===== src/rtl/arb_mux_rr.sv =====
// arb_mux_rr: N-channel packet-aware arbiter/multiplexer with a single
// registered output slot. Arbitration is round-robin or fixed priority
// (lowest index), selected by `mode` while idle; once a multi-beat packet
// starts, the grant stays on that channel until its last beat is accepted.
module arb_mux_rr #(
  parameter int unsigned WIDTH = 18,
  parameter int unsigned N     = 3,
  parameter int unsigned SW    = $clog2(N)
) (
  input  logic                 clk,
  input  logic                 rst_n,
  input  logic [N*WIDTH-1:0]   in_data,
  input  logic [N-1:0]         in_valid,
  input  logic [N-1:0]         in_last,
  output logic [N-1:0]         in_ready,
  input  logic                 mode,
  output logic [WIDTH-1:0]     out_data,
  output logic                 out_valid,
  output logic                 out_last,
  output logic [SW-1:0]        out_sel,
  input  logic                 out_ready
);

  typedef enum logic {
    ST_IDLE   = 1'b0,
    ST_LOCKED = 1'b1
  } state_t;

  state_t           r_state;
  logic [SW-1:0]    r_lock_ch;
  logic             r_lock_rr;   // packet was won under round-robin
  logic [SW-1:0]    r_ptr;

  logic [WIDTH-1:0] r_out_data;
  logic             r_out_valid;
  logic             r_out_last;
  logic [SW-1:0]    r_out_sel;

  logic             w_gnt_vld;
  logic [SW-1:0]    w_gnt_idx;
  int unsigned      w_rr_idx;
  logic             w_slot_free;
  logic             w_load;
  logic [WIDTH-1:0] w_sel_data;
  logic             w_sel_last;
  logic [SW-1:0]    w_ptr_next;

  // Grant selection: locked channel, fixed priority, or round-robin from r_ptr
  always_comb begin
    w_gnt_vld = 1'b0;
    w_gnt_idx = '0;
    w_rr_idx  = 0;
    if (r_state == ST_LOCKED) begin
      w_gnt_vld = in_valid[r_lock_ch];
      w_gnt_idx = r_lock_ch;
    end else if (mode) begin
      for (int unsigned i = 0; i < N; i++) begin
        if (!w_gnt_vld && in_valid[SW'(i)]) begin
          w_gnt_vld = 1'b1;
          w_gnt_idx = SW'(i);
        end
      end
    end else begin
      for (int unsigned k = 0; k < N; k++) begin
        w_rr_idx = 32'(r_ptr) + k;
        if (w_rr_idx >= N) begin
          w_rr_idx = w_rr_idx - N;
        end
        if (!w_gnt_vld && in_valid[SW'(w_rr_idx)]) begin
          w_gnt_vld = 1'b1;
          w_gnt_idx = SW'(w_rr_idx);
        end
      end
    end
  end

  // Only the granted channel's data and last flag reach the output slot
  always_comb begin
    w_sel_data = '0;
    w_sel_last = 1'b0;
    for (int unsigned i = 0; i < N; i++) begin
      if (w_gnt_idx == SW'(i)) begin
        w_sel_data = in_data[i*WIDTH +: WIDTH];
        w_sel_last = in_last[i];
      end
    end
  end

  // Handshake: slot accepts when empty or draining; ready held low in reset
  always_comb begin
    w_slot_free = !r_out_valid || out_ready;
    w_load      = rst_n && w_gnt_vld && w_slot_free;
    w_ptr_next  = (w_gnt_idx == SW'(N - 1)) ? '0 : w_gnt_idx + SW'(1);
    in_ready    = '0;
    for (int unsigned i = 0; i < N; i++) begin
      in_ready[i] = w_load && (w_gnt_idx == SW'(i));
    end
  end

  // Output slot register: load on accept, drop valid when drained with no refill
  always_ff @(posedge clk or negedge rst_n) begin
    if (!rst_n) begin
      r_out_valid <= 1'b0;
      r_out_data  <= '0;
      r_out_last  <= 1'b0;
      r_out_sel   <= '0;
    end else if (w_load) begin
      r_out_valid <= 1'b1;
      r_out_data  <= w_sel_data;
      r_out_last  <= w_sel_last;
      r_out_sel   <= w_gnt_idx;
    end else if (out_ready) begin
      r_out_valid <= 1'b0;
    end
  end

  // Packet lock FSM and round-robin pointer; the pointer only advances at the
  // end of a packet that was won by round-robin, so a mode change while
  // locked does not disturb it until the next idle arbitration
  always_ff @(posedge clk or negedge rst_n) begin
    if (!rst_n) begin
      r_state   <= ST_IDLE;
      r_lock_ch <= '0;
      r_lock_rr <= 1'b0;
      r_ptr     <= '0;
    end else if (w_load) begin
      case (r_state)
        ST_IDLE: begin
          if (!w_sel_last) begin
            r_state   <= ST_LOCKED;
            r_lock_ch <= w_gnt_idx;
            r_lock_rr <= !mode;
          end else if (!mode) begin
            r_ptr <= w_ptr_next;
          end
        end
        ST_LOCKED: begin
          if (w_sel_last) begin
            r_state <= ST_IDLE;
            if (r_lock_rr) begin
              r_ptr <= w_ptr_next;
            end
          end
        end
        default: r_state <= ST_IDLE;
      endcase
    end
  end

  assign out_data  = r_out_data;
  assign out_valid = r_out_valid;
  assign out_last  = r_out_last;
  assign out_sel   = r_out_sel;

endmodule


===== config.mk =====
export PLATFORM = sky130hd
export DESIGN_NAME = arb_mux_rr
export DESIGN_NICKNAME = d
export VERILOG_FILES = /design/src/rtl/arb_mux_rr.sv
export SDC_FILE = /design/constraint.sdc
export NUM_CORES = 1
export LEC_CHECK = 0
export CORE_MARGIN = 2
export CORE_UTILIZATION = 23
export DETAILED_ROUTE_END_ITERATION = 10
export GPL_TIMING_DRIVEN = 0
export SLEW_MARGIN = 5
export SYNTH_ARGS = -nofsm -noshare
export SYNTH_HDL_FRONTEND = slang
export SYNTH_SLANG_ARGS = --single-unit
export TNS_END_PERCENT = 10

===== constraint.sdc =====
create_clock -name clk -period 3.3 [get_ports clk]
set_clock_uncertainty 0.05 [all_clocks]
set_input_delay 0.66 -clock clk [delete_from_list [all_inputs] [get_ports clk]]
set_output_delay 0.66 -clock clk [all_outputs]
set_load 0.02 [all_outputs]

---- After elaboration in Yosys (flattened, before gate mapping) ----
Cells that the tools add are included.
operators by class
  $add $sub $neg .......................... 6
  multipliers ............................. 0
  div/mod/pow operators ................... 0
  $lt $le $gt $ge ......................... 7
  equality and inequality tests ........... 6
  shift operators ......................... 0
  muxes and demuxes ....................... 55
  bitwise operators ....................... 2
  reductions and logical operators ........ 20
operators with widths
  cell                                                 count
  two-way mux 18 bit                                   3
  two-way mux 2 bit                                    20
  two-way mux 1 bit                                    27
  < comparator 2 x 3 -> 1 bit, second input constant   4
  logical AND 1 bit                                    9
  binary-select mux 1 bit (select 2 bit)               4
  >= comparator 3 x 2 -> 1 bit, second input constant  2
  zero test 1 bit                                      6
  subtractor 2 bit, second input constant              3
  AND reduction 5 bit                                  1
  != test 2 x 1 -> 1 bit, second input constant        2
  != test 2 bit, second input constant                 2
  case mux 2 bit (2 select lines)                      1
  adder 2 x 1 -> 3 bit, second input constant          1
  adder 2 x 2 -> 3 bit, second input constant          1
  AND reduction 3 bit                                  1
  adder 2 x 1 -> 2 bit, second input constant          1
  equality test 2 x 1 -> 1 bit, second input constant  1
  equality test 2 bit, second input constant           1
  >= comparator 2 bit, second input constant           1
  zero test 2 bit                                      1
  inverter 1 bit                                       2
  nonzero test 2 bit                                   1
  logical OR 1 bit                                     1
word-level totals
  bits in registers ....................... 28
  latch bits .............................. 0
  memory bits (writable) .................. 0
  memory bits (read-only) ................. 0
  input port bits ......................... 64
  output and inout bits ................... 25
  memories ................................ 0

---- Logic depth before layout (Yosys ltp) ----
Gate-level depths: netlist (run 1).
  word-level depth ........................ 25
  mapped depth ............................ 11
  gate-level depth less buffers ........... 9

---- Least setup slack after synthesis (run 1) ----
OpenSTA, ideal clock, no wires.
  path kind ............................... register to output
  start ................................... register r_ptr[0]
  end ..................................... output port in_ready[0]
  arrival time ............................ 2.332 ns
  slack ................................... 0.258 ns
  stages on the path, launching flop included .. 10
  path through ............................ dfrtp_1 -> inv_1 -> ha_1 -> nand2b_1 -> a21boi_1 -> nor4_1 -> or3_1 -> buf_2 -> buf_1 -> nor3_1
on the way
  longest elaborated chain between the ends .. 22
  elaborated cells on any way between the ends .. 45
RTL lines
  what                                                     RTL line  text
  start: declaration                                       32        logic [SW-1:0] r_ptr;
  start signal: assignment                                 134       r_ptr <= w_ptr_next;
  start signal: assignment                                 141       r_ptr <= w_ptr_next;
  subtractor 2 bit or >= comparator 2 bit (tied branches)  67, 66
  two-way mux 2 bit                                        66        if (w_rr_idx >= N) begin
  two-way mux 2 bit                                        56        end else if (mode) begin
  two-way mux 2 bit                                        53        if (r_state == ST_LOCKED) begin
  binary-select mux 1 bit (select 2 bit)                   69        if (!w_gnt_vld && in_valid[SW'(w_rr_idx)]) begin
  two-way mux 1 bit (implied by the code)                  69
  two-way mux 1 bit                                        69
  two-way mux 1 bit                                        56
  [5 not listed]                                           n/a
  two-way mux 1 bit                                        53
  zero test 1 bit                                          69
  logical AND 1 bit                                        69
  two-way mux 1 bit                                        69
  two-way mux 1 bit                                        56
  two-way mux 1 bit                                        53
  logical AND 1 bit (2 in a row)                           92        w_load = rst_n && w_gnt_vld && w_slot_free;
  logical AND 1 bit (*)                                    96        in_ready[i] = w_load && (w_gnt_idx == SW'(i));
  end: declaration                                         15        output logic [N-1:0] in_ready,
Mark *: on every way between the ends. The rest lies on a longest branch, timed or not. The select of a mux whose other input is x is not followed.

---- Worst setup path in the final report (run 1) ----
  start ................................... register r_ptr[0]
  end ..................................... output port in_ready[2]
The elaborated chain is that of the path after synthesis.

==> results.md, run 1 <==
* Global-route wire length before repair at about 8300 um
* Initial Util at between 20% and 30%
* Drt first pass iters at 4
* Cell count after synthesis at 191
* Total clock sinks at 28
* Status: complete, no violations
* Via density at between 4 and 5
* Final Slew Violations at 0
* Reg area at 701 um2
* Initial antenna violation count at 0
* Worst slew margin at 61.6%
* Top_reg_cell synth: dfrtp_1
* DP Cell Count at between 300 and 400
* Arr. time, crit path at approximately 2.4 ns
* Hold buffers post-CTS at 0
* Critical Path Source: r_ptr[0]$_DFFE_PN0P_
* Largest net degree at the start of global routing at 30
* Post-synth top area share at 39.2%
* VDD IR-drop max at 0.362 mV
* Int Power at 1.39 mW
* Final period utilization at 95.4%
* Post-DP Area at 2790 um2
* Placer Congestion at 0.743
* Dpl hpwl at 4140 um
* ANT cells at 0
* Fmax at 318 MHz
* Port bufs at 88
* Seq/Total Area, Yosys at between 30% and 40%
* DIE WIDTH at 92.2 um
* Psw at ~1.1 mW
* Synth area leader: dfrtp_1
* Sequential share of power at roughly a quarter
* Synth area leaders: dfrtp_1, mux2i_1, o21a_1
* DRC Markers at 0
* PwrDens at 861 nW/um2
* Core area at 7650 um2
* Clock Tree Buf Depth at 2
* Design Area, Final at between 2000 and 3000 um2
* Clk Latency, worst-skew pair at between 0.2 and 0.3 ns
* Vias post-DR at 1781
* Startpoint class of the critical path: flop
* Layout cells sized above 1 at approximately a tenth
* Cell area after synthesis at about 1800 um2
* Max Cap Viol at 0
* Library cells used by synthesis at 42
* HP Class: input port to asynchronous set/reset pin
* Min Tclk post-route at 3.15 ns
* Worst Path Max Fanout at 18
* Worst R2R Start: r_ptr[0]$_DFFE_PN0P_
* Die area at 8500 um2
* Die Y at slightly above 90 um
* Total GRT Usage at 12.1%
* Non-Filler Instances at 383
* Syn nets at 259
* Worst Path Required at 2.59 ns
* Mapped Avg Cell Area at 9.36 um2
* CTS Buf Count at 3
* Async SR Flop Fraction at 100%
* TritonCTS clock tree: yes
* #FFs+latches synth at 28
* Total power at 2.47 mW
* Final #Nets at 351
* WL per Instance at 13.9 um
* Routed WL at 5340 um
* Final setup fails at 0
* Fillers at approximately 800
* Vias in the first global route at between 1500 and 2000
* P&R area growth vs syn at 60.7%
* Clock power share at 7.6%
* Syn. warnings at 0
* Crit Path Category: flop to output pin
* Fin Hold WS at 0.242 ns
* Total gr overflow at 0
* Row Count at 32
* Area of the multi-input gates at 1060 um2
* Gate power share at roughly two thirds
* Post-route ant nets at 0
* Worst slew pin tran at approximately 0.57 ns
* Unrepaired setup endpoints after global routing: no
* Sw Ratio at 43.9%
* Root buf cell: clkbuf_8
* Io pins at 89
* EDFF count, synth at 0
* P_leak at 1.12 nW
* Crit. End Element: output pin
* Htree depth at 1
* Initial DRC Count at 51
* Final Hold Fails at 0
* Worst-path clk slew at 0.09 ns
==> cells in the final DEF, fill, tap and decap left out, types with 3 or more instances in the layout <==
cell and count:
mux2i_1 22, clkdlybuf4s50_1 80, a21oi_1 23, nand2_1 7, nor2_1 11, dfrtp_1 28, inv_1 5, o21ai_1 19
buf_4 6, clkbuf_8 3, clkbuf_1 4, o21a_1 19
==> path summary, 6_finish.rpt <==
check | end | slack, ns | cells past startpoint
worst max-delay path | in_ready[2] | 0.15 | 9
min in group clk | out_sel[1]$_DFFE_PN0P_ | 0.43 | 1
worst min-delay path | out_data[7]$_DFFE_PN0P_ | 0.24 | 1
max in group asynchronous | r_lock_rr$_DFFE_PN0P_ | 2.68 | 1
worst min register to register | out_sel[1]$_DFFE_PN0P_ | 0.43 | 1
worst max register to register | r_lock_ch[1]$_DFFE_PN0P_ | 0.49 | 10
==> per-stage QoR <==
| stage | setup TNS (ns) | setup slack, ns | util [%] |
|---|---|---|---|
| 2_1_floorplan | 0 | 0.258 | - |
| 3_3_place_gp | -20.07 | -1.67 | 36.6 |
| 3_5_place_dp | -2.75 | -0.884 | 36.5 |
| 4_1_cts | 0 | 0.000851 | 37.4 |
| 5_1_grt | 0 | 0.0138 | 37.6 |
| 6_report | 0 | 0.151 | 37.6 |
==> sequential cells by signal (all words and copies together), names as in the netlist <==
name and flops:
r_lock_ch 2, out_sel 2, r_lock_rr 1, out_last 1
out_valid 1, out_data 18, r_state 1, r_ptr 2
==> worst max-delay path, stage by stage, from the launching register on <==
cell and delay [ns]:
dfrtp_1 0.42, inv_1 0.12, ha_1 0.25, a21bo_1 0.19, a31oi_1 0.19, nor4_2 0.08
or3_1 0.35, buf_4 0.21, nor2_1 0.15, buf_2 0.20
==> cell families after synthesis <==
family	share of synthesized area [%]
compound gates	31.4
fa+ha+maj	2.80
buf+inv	4.34
flops	39.2
mux	13.5
simple gates	8.75
==> final cells by class <==
type | instances | area share [%]
Multi-Input combinational cell | 146 | 36.8
Timing Repair Buffer | 90 | 30.4
Sequential cell | 28 | 24.4
Tap cell | 102 | 4.44
Buffer | 9 | 1.87
Clock buffer | 3 | 1.44
Inverter | 5 | 0.653
==> routing by layer <==
metal	global-route usage, %	wire length (um)	part of all wire (%)	vias up
met5	0	0	0	-
met4	2.61	38	0.71	0
met3	4.11	443	8.3	4
met2	20.7	2640	50	63
met1	14.8	2210	41	825
li1	-	-	-	889
==> synthesized netlist by cell type, types with 3 or more instances <==
library cell and number:
ha_1 4, clkbuf_1 5, dfrtp_1 28, o21a_1 19, a21oi_1 23, mux2i_1 23
o21ai_1 19, nor2_1 12, buf_4 3, nand2_1 8, inv_1 5
==> timing repair <==
item	4_1_cts	5_1_grt
pin swaps	1	1
gates cloned	0	0
gates resized for setup	22	13
setup endpoints to repair	3	3
endpoints found under the hold margin	0	0
buffers inserted	1	1
==> power groups by stage <==
stage	registers, mW	logic (mW)	clock network (mW)
global route	0.642	1.81	0.207
CTS	0.618	1.64	0.194
finish	0.620	1.67	0.189
floorplan	0.780	0.850	0
global placement	0.619	1.59	0
detailed placement	0.622	1.61	0
No activity file was read; power rests on OpenSTA's default activity.
==> run 2: changes to the inputs <==
- SKIP_CTS_REPAIR_TIMING: not set -> 1
==> run 2 against run 1 <==
Die area stayed put. Clock power hardly changed. Sequential power hardly changed. Power is 3.0% higher. Via count is 0.11% higher. Critical path type unchanged.
==> results.md, run 2 (synthesis gave the netlist of run 1 again) <==
* Status: complete, no violations
* Commonest non-fill, non-tap cell in the layout: clkdlybuf4s50_1
* Largest net degree at the start of global routing at 30
* Non-Filler Instances at 387
* Die Y at 92.2 um
* Worst slew pin tran at around 0.54 ns
* Crit Path Category: flop to output pin
* Initial Util at between 20% and 30%
* Met3 Usage GRT at 3.86%
* Root buf cell: clkbuf_8
* Initial antenna violation count at 0
* P_leak at 1.17 nW
* Final Slew Violations at 0
* Final setup fails at 0
* Crit. End Element: output pin
* Die area at 8500 um2
* Io pins at 89
* Total GRT Usage at about an eighth
* Max Cap Viol at 0
* Reg area at 701 um2
* DIE WIDTH at around 92 um
* Fmax at 312 MHz
* Global-route wire length before repair at 8340 um
* Layout cells sized above 1 at 11.6%
* Most frequent cells in the layout: clkdlybuf4s50_1, dfrtp_1, a21oi_1, mux2i_1, o21a_1
* DRC Markers at 0
* Core area at 7650 um2
* Row Count at 32
* Worst slew margin at a little under two thirds
* Clk Latency, worst-skew pair at roughly 0.27 ns
* WL per Instance at 14.1 um
* Arr. time, crit path at 2.50 ns
* DP Cell Count at between 300 and 400
* Port bufs at 88
* Startpoint class of the critical path: flop
* VDD IR-drop max at 0.363 mV
* Min Tclk post-route at 3.21 ns
* Total power at about 2.5 mW
* Worst Path Max Fanout at 19
* Placer Congestion at 0.743
* Drt first pass iters at 4
* ANT cells at 0
* Final #Nets at 355
* Post-route ant nets at 0
* Design Area, Final at slightly below 3000 um2
* Htree depth at 1
* Vias post-DR at 1783
* Initial DRC Count at 63
* Top Usage Layer GRT: met2
* CTS Buf Count at 3
* PwrDens at 861 nW/um2
* Final Hold Fails at 0
* Clock Tree Buf Depth at 2
* Max FFs per register at 18
* GR Util met2 at 20.9%
* HP Class: input port to asynchronous set/reset pin
* Area of the multi-input gates at between 1000 and 1500 um2
* Fin Hold WS at 0.283 ns
* Total clock sinks at 28
* Vias in the first global route at around 1700
* Via density at 4.61
* M1 GR Usage at 15.1%
* Final Util at 38.7%
* Final period utilization at 97.2%
* Worst-path clk slew at ~0.090 ns
* Dpl hpwl at around 4100 um
* Routed WL at 5450 um
* TritonCTS clock tree: yes
* P&R area growth vs syn at 65.5%
* Fillers at 778
* Total gr overflow at 0
* Post-DP Area at ~2800 um2
* Worst Path Required at 2.59 ns
-- run 2: layer usage --
metal | share of wire [%] | up-vias
met5 | 0 | -
met4 | 0.46 | 0
met3 | 6.8 | 2
met2 | 51 | 53
met1 | 42 | 829
li1 | - | 899
-- run 2: through the flow --
| stage | setup TNS (ns) | worst slack (ns) |
|---|---|---|
| 2_1_floorplan | 0 | 0.258 |
| 3_3_place_gp | -20.07 | -1.67 |
| 3_5_place_dp | -2.75 | -0.884 |
| 4_1_cts | -2.66 | -0.908 |
| 5_1_grt | -0.0296 | -0.0204 |
| 6_report | 0 | 0.0934 |
-- run 2: area by class of cell --
cell class	count	area share (%)
multi-input combinational	146	37.0
timing repair buffer	92	30.7
sequential	28	23.7
tap	102	4.31
buffer	11	2.24
clock buffer	3	1.40
inverter	5	0.634
-- run 2: power by group --
group / internal [mW] / switching, mW
combinational: 0.836 / 0.909
sequential: 0.517 / 0.101
clock: 0.0820 / 0.104
total: 1.43 / 1.11
-- run 2: final timing paths --
| kind | start | to | slack (ns) | cells past startpoint |
|---|---|---|---|---|
| worst max register to register | r_ptr[1]$_DFFE_PN0P_ | r_lock_ch[1]$_DFFE_PN0P_ | 0.53 | 9 |
| worst min register to register | out_sel[1]$_DFFE_PN0P_ | out_sel[1]$_DFFE_PN0P_ | 0.44 | 1 |
| min in group clk | out_sel[1]$_DFFE_PN0P_ | out_sel[1]$_DFFE_PN0P_ | 0.44 | 1 |
| worst max-delay path | r_ptr[1]$_DFFE_PN0P_ | in_ready[0] | 0.09 | 9 |
| max in group asynchronous | rst_n | r_state$_DFFE_PN0P_ | 2.63 | 1 |
| worst min-delay path | rst_n | out_data[7]$_DFFE_PN0P_ | 0.28 | 1 |
-- run 2: critical path, stage by stage, from the launching register on --
cell and delay (ns):
dfrtp_1 0.40, buf_4 0.15, ha_4 0.29, nand2_1 0.07
or2_0 0.26, o32ai_4 0.35, a21o_1 0.22, buf_6 0.26
nor3_2 0.06, buf_4 0.16
==> run 3: changes to the inputs <==
- CTS_CLUSTER_DIAMETER: not set -> 150
==> results of run 3 <==
No change in the layout: final DEF, timing and power equal those of run 2.
